==> config.mk <==
export PLATFORM = sky130hd
export DESIGN_NAME = alink_dispatch
export DESIGN_NICKNAME = d
export VERILOG_FILES = /design/src/rtl/alink_pkg.sv /design/src/rtl/alink_rr_pick.sv /design/src/rtl/alink_dispatch.sv
export SDC_FILE = /design/constraint.sdc
export NUM_CORES = 2
export LEC_CHECK = 0
export ABC_AREA = 0
export BUFFER_PORTS_ARGS = -buffer_cell sky130_fd_sc_hd__buf_4
export CAP_MARGIN = 20
export CORE_AREA = 2 2 470 472
export DETAILED_ROUTE_END_ITERATION = 8
export DIE_AREA = 0 0 472 474
export PLACE_DENSITY = 0.52
export SLEW_MARGIN = 25
export SYNTH_ARGS = -nofsm -noshare
export SYNTH_HDL_FRONTEND = slang
export SYNTH_HIERARCHICAL = 1
export SYNTH_SLANG_ARGS = --single-unit
==> constraint.sdc <==
create_clock -name clk -period 56.4 [get_ports clk]
set_input_delay 5.64 -clock clk [delete_from_list [all_inputs] [get_ports clk]]
set_output_delay 5.64 -clock clk [all_outputs]
set_load 0.01 [all_outputs]
==> src/rtl/alink_pkg.sv <==
// Shared ALINK definitions: dispatcher FSM encodings and default channel/timer sizing.
// Used by alink, alink_dispatch, rxc and alink_slave.
package alink_pkg;

    localparam int PHY_NUM_DEF = 32;
    localparam int TIMER_W_DEF = 32;

    typedef enum logic [1:0] {
        ST_IDLE  = 2'd0,
        ST_START = 2'd1,
        ST_WAIT  = 2'd2
    } state_t;

    // Width of a channel index; a single channel still needs one bit.
    function automatic int ptr_width(input int n);
        return (n > 1) ? $clog2(n) : 1;
    endfunction

endpackage

==> src/rtl/alink_rr_pick.sv <==
// One-hot channel picker: first free channel at or above the pointer, else the
// lowest free channel (wrap-around). A pointer tied to 0 gives fixed priority.
module alink_rr_pick
    import alink_pkg::*;
#(
    parameter int N     = PHY_NUM_DEF,
    parameter int PTR_W = ptr_width(PHY_NUM_DEF)
) (
    input  logic [N-1:0]     i_free,
    input  logic [PTR_W-1:0] i_ptr,
    output logic [N-1:0]     o_grant,
    output logic             o_vld
);

    // NOTE: every output gets a default before the loops so no latch is inferred.
    always_comb begin
        o_grant = '0;
        o_vld   = 1'b0;
        for (int j = 0; j < N; j++) begin
            if (!o_vld && i_free[j] && (j >= int'(i_ptr))) begin
                o_grant[j] = 1'b1;
                o_vld      = 1'b1;
            end
        end
        // Wrap-around pass: only reached when nothing at or above the pointer is free.
        for (int j = 0; j < N; j++) begin
            if (!o_vld && i_free[j]) begin
                o_grant[j] = 1'b1;
                o_vld      = 1'b1;
            end
        end
    end

endmodule

==> src/rtl/alink_dispatch.sv <==
// ALINK TX dispatcher: grants queued tasks to PHY channels, tracks busy state and
// per-channel timeouts. Define ALINK_DISPATCH_RR_EN for round-robin grant, else fixed priority.
module alink_dispatch
    import alink_pkg::*;
#(
    parameter int PHY_NUM = PHY_NUM_DEF,
    parameter int TIMER_W = TIMER_W_DEF
) (
    input  logic                       clk,
    input  logic                       rst,
    input  logic                       reg_flush,
    input  logic [PHY_NUM-1:0]         reg_mask,
    input  logic [TIMER_W-1:0]         reg_tout,
    input  logic                       tx_task_vld,
    output logic                       tx_phy_start,
    output logic [PHY_NUM-1:0]         tx_phy_sel,
    input  logic                       tx_phy_done,
    input  logic [PHY_NUM-1:0]         rx_done,
    output logic [PHY_NUM-1:0]         reg_busy,
    output logic [PHY_NUM-1:0]         tout_evt,
    output logic [TIMER_W*PHY_NUM-1:0] timer_cnt,
    output logic [1:0]                 cur_state
);

    localparam int PTR_W = ptr_width(PHY_NUM);

    state_t                          r_state;
    state_t                          w_next;
    logic                            r_start;
    logic [PHY_NUM-1:0]              r_sel;
    logic [PHY_NUM-1:0]              r_busy;
    logic [PHY_NUM-1:0]              r_tout_evt;
    logic [PHY_NUM-1:0][TIMER_W-1:0] r_timer;

    logic [PHY_NUM-1:0]              w_free;
    logic [PHY_NUM-1:0]              w_grant;
    logic                            w_grant_vld;
    logic [PTR_W-1:0]                w_ptr;
    logic                            w_take;
    logic                            w_complete;

    assign w_free     = reg_mask & ~r_busy;
    assign w_take     = (r_state == ST_IDLE) && tx_task_vld && w_grant_vld && !reg_flush;
    assign w_complete = (r_state == ST_WAIT) && tx_phy_done && !reg_flush;

    alink_rr_pick #(
        .N     (PHY_NUM),
        .PTR_W (PTR_W)
    ) u_pick (
        .i_free  (w_free),
        .i_ptr   (w_ptr),
        .o_grant (w_grant),
        .o_vld   (w_grant_vld)
    );

`ifdef ALINK_DISPATCH_RR_EN
    logic [PTR_W-1:0] r_ptr;
    logic [PTR_W-1:0] w_ptr_nxt;

    // Pointer moves to the channel just after the one that completed.
    always_comb begin
        w_ptr_nxt = '0;
        for (int i = 0; i < PHY_NUM; i++) begin
            if (r_sel[i]) begin
                w_ptr_nxt = (i == PHY_NUM - 1) ? '0 : PTR_W'(i + 1);
            end
        end
    end

    always_ff @(posedge clk or posedge rst) begin
        if (rst) begin
            r_ptr <= '0;
        end else if (reg_flush) begin
            r_ptr <= '0;
        end else if (w_complete) begin
            r_ptr <= w_ptr_nxt;
        end
    end

    assign w_ptr = r_ptr;
`else
    assign w_ptr = '0;
`endif

    always_comb begin
        w_next = r_state;
        case (r_state)
            ST_IDLE:  if (tx_task_vld && w_grant_vld) w_next = ST_START;
            ST_START: w_next = ST_WAIT;
            ST_WAIT:  if (tx_phy_done) w_next = ST_IDLE;
            default:  w_next = ST_IDLE;
        endcase
        if (reg_flush) begin
            w_next = ST_IDLE;
        end
    end

    // NOTE: sequential state uses non-blocking assignments so every register samples pre-edge values.
    always_ff @(posedge clk or posedge rst) begin
        if (rst) begin
            r_state <= ST_IDLE;
            r_start <= 1'b0;
            r_sel   <= '0;
        end else begin
            r_state <= w_next;
            r_start <= (w_next == ST_START);
            if (reg_flush) begin
                r_sel <= '0;
            end else if (w_take) begin
                r_sel <= w_grant;
            end else if (w_complete) begin
                r_sel <= '0;
            end
        end
    end

    // NOTE: the timer array is reset explicitly; it drives outputs and must read 0 out of reset.
    always_ff @(posedge clk or posedge rst) begin
        if (rst) begin
            r_busy     <= '0;
            r_timer    <= '0;
            r_tout_evt <= '0;
        end else begin
            r_tout_evt <= '0;
            if (reg_flush) begin
                r_busy  <= '0;
                r_timer <= '0;
            end else begin
                for (int i = 0; i < PHY_NUM; i++) begin
                    if (r_busy[i]) begin
                        // A report on the expiry cycle wins over the timeout.
                        if (rx_done[i]) begin
                            r_busy[i]  <= 1'b0;
                            r_timer[i] <= '0;
                        end else if (r_timer[i] == TIMER_W'(1)) begin
                            r_busy[i]     <= 1'b0;
                            r_timer[i]    <= '0;
                            r_tout_evt[i] <= 1'b1;
                        end else if (r_timer[i] > TIMER_W'(1)) begin
                            r_timer[i] <= r_timer[i] - TIMER_W'(1);
                        end
                    end else if (w_complete && r_sel[i]) begin
                        r_busy[i]  <= 1'b1;
                        r_timer[i] <= reg_tout;
                    end
                end
            end
        end
    end

    assign tx_phy_start = r_start;
    assign tx_phy_sel   = r_sel;
    assign reg_busy     = r_busy;
    assign tout_evt     = r_tout_evt;
    assign timer_cnt    = r_timer;
    assign cur_state    = r_state;

endmodule
# Yosys cells after proc, flatten, opt, wreduce, memory -nomap -nowiden
# Index checks and enable logic that the tools add are counted.
dict set report word_totals {
  reg_bits 1123
  in_bits 101
  out_inout_bits 1123
  elab_cells 922
}
dict set report classes {
  add_sub_neg 32
  magnitude_cmp 32
  eq_ne 67
  muxes 521
  bitwise 2
  reduce_logical 231
}
# op n
set op_table {}
lappend op_table {{$mux W32} 165}
lappend op_table {{$eq A32 B1 Y1 const B} 32}
lappend op_table {{$gt A32 B1 Y1 const B} 32}
lappend op_table {{$mux W1024} 1}
lappend op_table {{$sub A32 B1 Y32 const B} 32}
lappend op_table {{$mux W1} 351}
lappend op_table {{$ne A5 B3 Y1 const B} 32}
lappend op_table {{$logic_and A1 B1 Y1} 101}
lappend op_table {{$reduce_bool A3 Y1} 33}
lappend op_table {{$logic_not A1 Y1} 64}
lappend op_table {{$reduce_and A2 Y1} 32}
lappend op_table {{$and A32 B32 Y32} 1}
lappend op_table {{$not A32 Y32} 1}
lappend op_table {{$mux W2} 3}
lappend op_table {{$pmux W2 S3} 1}
lappend op_table {{$eq A2 B1 Y1 const B} 2}
lappend op_table {{$eq A2 B2 Y1 const B} 1}
lappend op_table {{$logic_not A2 Y1} 1}

# Logic depth before layout (Yosys ltp)
dict set report depth {
  ltp_word 197
  mapped_depth 15
  mapped_depth_nobuf 12
}

# By module
# Netlist, hierarchy kept.
# module instances cells_per_inst area_each_um2 seq_area_each_um2
set modules_own_cells {}
lappend modules_own_cells {alink_dispatch 1 8490 70856.7 28102.0}
lappend modules_own_cells {alink_rr_pick 1 229 1392.6 0.0}

# Least setup slack after synthesis
# Ideal clock, no wire load.
dict set report synth_path {
  path_kind {input-to-reg}
  from {input port reg_mask[18]}
  to {register r_sel[27] (netlist: tx_phy_sel[27])}
  setup_ps 68
  arrival_ps 8304
  required_ps 56332
  path_slack_ps 48028
  cell_stages 13
  n_path_buf 1
  path_cell_list {nor2b_1 -> or4_1 -> or4b_4 -> nor3_2 -> and4bb_2 -> nand3_1 -> nand2_1 -> nor2_1 -> a21oi_1 -> nor2_1 -> nor2_1 -> clkbuf_1 -> a22o_1}
}
dict set report synth_via {
  elab_chain_len 142
  word_cells_on_any_way 145
  classes_between {mux (50); bitwise (1); reduce/logical (94)}
}
# element line
set synth_lines {}
lappend synth_lines {{from (decl)} alink_dispatch.sv:12} ;# input logic [PHY_NUM-1:0] reg_mask,
lappend synth_lines {{$and A32 B32 Y32 (*)} alink_dispatch.sv:42} ;# assign w_free = reg_mask & ~r_busy;
lappend synth_lines {{$logic_and A1 B1 Y1} alink_rr_pick.sv:20} ;# if (!o_vld && i_free[j] && (j >= int'(i_ptr))) begin
lappend synth_lines {{$mux W1} alink_rr_pick.sv:20}
lappend synth_lines {{$logic_not A1 Y1} alink_rr_pick.sv:20}
lappend synth_lines {{$logic_and A1 B1 Y1} alink_rr_pick.sv:20}
lappend synth_lines {{$mux W1} alink_rr_pick.sv:20}
lappend synth_lines {{$logic_not A1 Y1} alink_rr_pick.sv:20}
lappend synth_lines {{$logic_and A1 B1 Y1} alink_rr_pick.sv:20}
lappend synth_lines {{[126 not listed]} --}
lappend synth_lines {{$mux W1 (*)} alink_rr_pick.sv:27} ;# if (!o_vld && i_free[j]) begin
lappend synth_lines {{$logic_not A1 Y1} alink_rr_pick.sv:27}
lappend synth_lines {{$logic_and A1 B1 Y1} alink_rr_pick.sv:27}
lappend synth_lines {{$mux W1 (*)} alink_rr_pick.sv:27}
lappend synth_lines {{named net w_grant_vld} alink_dispatch.sv:37} ;# logic w_grant_vld;
lappend synth_lines {{$logic_and A1 B1 Y1 (*) (2 in a row)} alink_dispatch.sv:43} ;# assign w_take = (r_state == ST_IDLE) && tx_task_vld && w_grant_vld && !reg_flush;
lappend synth_lines {{$mux W32} alink_dispatch.sv:109} ;# end else if (w_take) begin
lappend synth_lines {{$mux W32} alink_dispatch.sv:107} ;# if (reg_flush) begin
lappend synth_lines {{to (signal assigned)} alink_dispatch.sv:110} ;# r_sel <= w_grant;
lappend synth_lines {{to (decl)} alink_dispatch.sv:30} ;# logic [PHY_NUM-1:0] r_sel;
# The timed path passes the listed nets; every way through them passes the cells marked *.
# A chain may end at the register's enable or synchronous reset.

# Worst setup path after layout
dict set report layout_path {
  from {input port reg_flush}
  to {register r_timer (netlist bit timer_cnt[963])}
}
dict set report layout_via {
  elab_chain_len 5
  word_cells_on_any_way 7
  classes_between {eq/ne (1); mux (1); reduce/logical (5)}
}
# element line
set layout_lines {}
lappend layout_lines {{from (decl)} alink_dispatch.sv:11} ;# input logic reg_flush,
lappend layout_lines {{$logic_not A1 Y1} alink_dispatch.sv:44} ;# assign w_complete = (r_state == ST_WAIT) && tx_phy_done && !reg_flush;
lappend layout_lines {{$logic_and A1 B1 Y1} alink_dispatch.sv:44}
lappend layout_lines {{$logic_and A1 B1 Y1} alink_dispatch.sv:142} ;# end else if (w_complete && r_sel[i]) begin
lappend layout_lines {{$reduce_bool A3 Y1 (no line)} --}
lappend layout_lines {{$reduce_and A2 Y1 (no line)} --}
lappend layout_lines {{to (signal, indexed assignment)} alink_dispatch.sv:140} ;# r_timer[i] <= r_timer[i] - TIMER_W'(1);
lappend layout_lines {{to (signal, indexed assignment)} alink_dispatch.sv:144} ;# r_timer[i] <= reg_tout;
lappend layout_lines {{to (decl)} alink_dispatch.sv:33} ;# logic [PHY_NUM-1:0][TIMER_W-1:0] r_timer;
# Several ways; a longest one is shown, not always the timed one.

==> results by group <==
Finish
  – Area grow syn2layout: 23.9%
  – Layout fillers: 22200
  – Post-route insts no fill: 12700
  – Cell area after layout: 89500 µm²
  – Share of cells above drive strength 1: 18.5%
  – Post-layout util: 40.9%
  – Total Nets Final: 9871

Route
  – DR WL/cell: 33.7 µm
  – Post-route ant nets: 0
  – Vias: 83200
  – Pre-Repair DR Iteration Count: 7
  – Final WL: 429 mm
  – Via density: 6.54
  – DR iter-0 viols: 11100
  – Remaining DRCs: 0

STA
  – F_max: 114 MHz
  – Worst slew pin tran: 1150 ps
  – RSZ-0062 raised after global routing: no
  – Worst slew margin: 23.3%
  – Fin crit share: 15.6%
  – Final Hold Fails: 0
  – Setup-failing EPs final: 0
  – Setup_tns: 0 ps
  – Worst Clk Skew: 32.0 ps
  – Final slew viol count: 0
  – Min Tclk post-route: 8800 ps

Clock network
  – # clock sinks: 1123
  – # Post-CTS Setup Buffers: 0
  – Clk buf depth: 3
  – Worst-path clk slew: 60 ps
  – Hold Buf Count CTS: 0
  – H-Tree Depth: 4
  – Num CTS Buffers: 148
  – Cts repair resizes: 0
  – Clock Latency Late Sink: 840 ps
  – Clock root buffer: clkbuf_16
  – CTS tree: yes

Min path
  – Hold Path Depth: 1
  – Worst Hold Class: reg2reg
  – Hold_sp: timer_cnt[364]

Worst setup path
  – Crit-path cells: buf_8 > and4bb_4 > buf_4 > buf_4 > nand2_1 > and3_1 > a41oi_2 > o21ai_0 > a221o_1
  – Crit-path max cell delay: 840 ps
  – RR Startpoint: reg_busy[6]
  – Startpoint types: input port
  – CP Class: in2reg
  – Most used cell, CP: buf_4
  – Crit path buf inv count: 3
  – Crit path max-delay family: buffers and inverters
  – Worst Setup SP: reg_flush
  – CP max stage cell: a41oi_2
  – Worst Setup End Kind: register
  – Crit. path cell count: 9
  – Critical path data required time: 57110 ps
  – Crit Path Max Fanout: 47
  – WP data arrival: 9510 ps
  – Worst Reg-to-Reg Cells: 12

Floorplanning
  – # IOs: 1224
  – Die area: 224000 µm²
  – Die W: 472 µm
  – Die H: 474 µm
  – Starting Density: 33.0%
  – Core area: 219000 µm²
  – Row count: 172

Place
  – DP Wirelength: 305 mm
  – Port-buffer cells: 1223
  – Gp weighted congestion: 0.966
  – Area post-placement: 84300 µm²
  – Placed Cells: 12400

Global routing
  – GR Layer Usage met2: 53.0%
  – GR Util All Layers: 36.7%
  – Global route total overflow: 0
  – Met1 Use GR: 45.4%
  – Vias in the first global route: 76600
  – Largest net degree at the start of global routing: 143
  – GR Util met3: 13.7%
  – First-pass GRT wire length: 596 mm
  – Initial antenna violation count: 57
  – Gr busiest metal: met2

Pwr
  – Power Dens Cells: 24.5 nW/µm²
  – Worst VDD drop: 0.0331 mV
  – Leak pwr: 0.0407 µW
  – Overall power: 2190 µW

Synth
  – Main synth FF type: dfrtp_1
  – Ys Warns: 6
  – Post-synthesis compound-gate area fraction: 28.1%
  – Synth Area in Simple Gates: 25.3%
  – Seq/Total Area, Yosys: 38.9%
  – Post-synthesis mux area share: 0.0710%
  – Cells after Synth: 8719
  – Synthesized flop and latch total: 1123
  – Post-Synth XOR/XNOR Area: 1.58%
  – Adder-Cell Fraction of Synth Area: 1.11%
  – Post-Syn Area: 72200 µm²
  – Main combinational cell family by area after synthesis: compound AO/OA/AOI/OAI gates
  – Number of synthesized flops with an enable pin: 0
  – Syn_area_per_cell: 8.29 µm²
  – Async S/R FF share, synth: 100%
  – Count of different cell masters after synthesis: 109

Outcome
  – Status: completed

Job
  – Max-cap viol count: 0
==> routing by layer <==
| metal | up-vias | part of all wire, % |
|---|---|---|
| li1 | 35500 | - |
| met1 | 41500 | 38 |
| met3 | 1036 | 12 |
| met4 | 16 | 7.8 |
| met5 | - | 0.023 |
| met2 | 5153 | 42 |
==> cells in the final DEF, fill, tap and decap left out, types with 153 or more instances in the layout <==
master,netlist,routed
nor4_1,320,310
nand3_1,243,243
a32oi_1,167,167
clkbuf_16,0,154
nor2_1,776,763
a21oi_1,438,435
o22ai_1,155,155
a22oi_1,203,203
o2bb2ai_1,153,153
nand2_1,713,713
nor3_1,539,535
inv_1,343,340
buf_4,10,1376
or3_1,198,197
dfrtp_1,1123,1123
o21ai_0,776,774
==> state kept, by name, indices dropped and copies added (netlist names) <==
name and count:
tx_phy_start 1, timer_cnt 1024, cur_state 2, tout_evt 32
tx_phy_sel 32, reg_busy 32
==> stage by stage <==
step | setup slack (ps) | hold WS [ps]
finish | 47600 | 521
global route | 47230 | 539
CTS | 47550 | 522
detailed placement | 46670 | 505
global placement | 46780 | 507
floorplan | 19140 | 530
==> where the power goes <==
| part | switching, µW | internal, µW | leakage, µW | total (µW) |
|---|---|---|---|---|
| registers | 35.0 | 824 | 0.0154 | 859 |
| logic | 230 | 94.6 | 0.0228 | 324 |
| clock network | 412 | 596 | 0.00248 | 1010 |
| total | 677 | 1510 | 0.0407 | 2190 |
==> worst reg2reg max path: cells and delay by family (launching register included) <==
family / cells / cell delay (ps)
AOI/OAI and AO/OA: 2 / 400
DFF: 1 / 730
and+or+nand+nor: 10 / 3140
==> final cells by class <==
| cell class | instances | area (µm²) | area share, % |
|---|---|---|---|
| multi-input combinational | 6693 | 40900 | 45.7 |
| sequential | 1123 | 28100 | 31.4 |
| timing repair buffer | 1382 | 10400 | 11.7 |
| clock buffer | 216 | 4370 | 4.88 |
| tap | 2871 | 3590 | 4.01 |
| inverter | 358 | 1360 | 1.52 |
| clock inverter | 51 | 653 | 0.730 |
| antenna | 25 | 62.6 | 0.0699 |
==> path summary, 6_finish.rpt <==
check                            endpoint  slack, ps
max                        timer_cnt[963]      47600
min                        timer_cnt[364]        520
max reg2reg                 tx_phy_sel[7]      52050
min reg2reg                timer_cnt[364]        520
max in group asynchronous   timer_cnt[21]      47750
min in group asynchronous  timer_cnt[338]       4850
==> cells by family after synthesis <==
group	count (synthesis)
muxes	5
and+or+nand+nor	3547
xor gates and xnor gates	130
DFF	1123
adders and majority gates	64
other	1
buffers and inverters	920
AOI/OAI and AO/OA	2929
==> cells in the mapped netlist (all sizes together) (33+ instances only) <==
master | number | area, µm²
dfrtp | 1123 | 28100
o21ai | 793 | 3970
nor2 | 777 | 2920
nand2 | 715 | 2690
nor3 | 542 | 2730
clkbuf | 447 | 1680
a21oi | 439 | 2200
inv | 344 | 1290
nor4 | 336 | 2230
nand3 | 245 | 1240
a22oi | 203 | 1520
or3 | 198 | 1240
a32oi | 167 | 1460
o22ai | 155 | 970
o2bb2ai | 153 | 1340
a22o | 148 | 1300
or4 | 147 | 1120
a221o | 120 | 1200
buf | 115 | 567
nand4 | 101 | 638
o211ai | 88 | 676
nand2b | 86 | 538
o311ai | 81 | 717
o31ai | 73 | 599
xnor2 | 72 | 631
a21o | 67 | 503
or2 | 65 | 407
ha | 64 | 801
xor2 | 58 | 508
o32ai | 57 | 507
and3 | 56 | 350
nor2b | 55 | 344
nor3b | 53 | 414
a211oi | 50 | 375
o41ai | 38 | 382
and2 | 36 | 225
a31oi | 34 | 213
o221ai | 33 | 289
No activity file was read; power rests on OpenSTA's default activity.
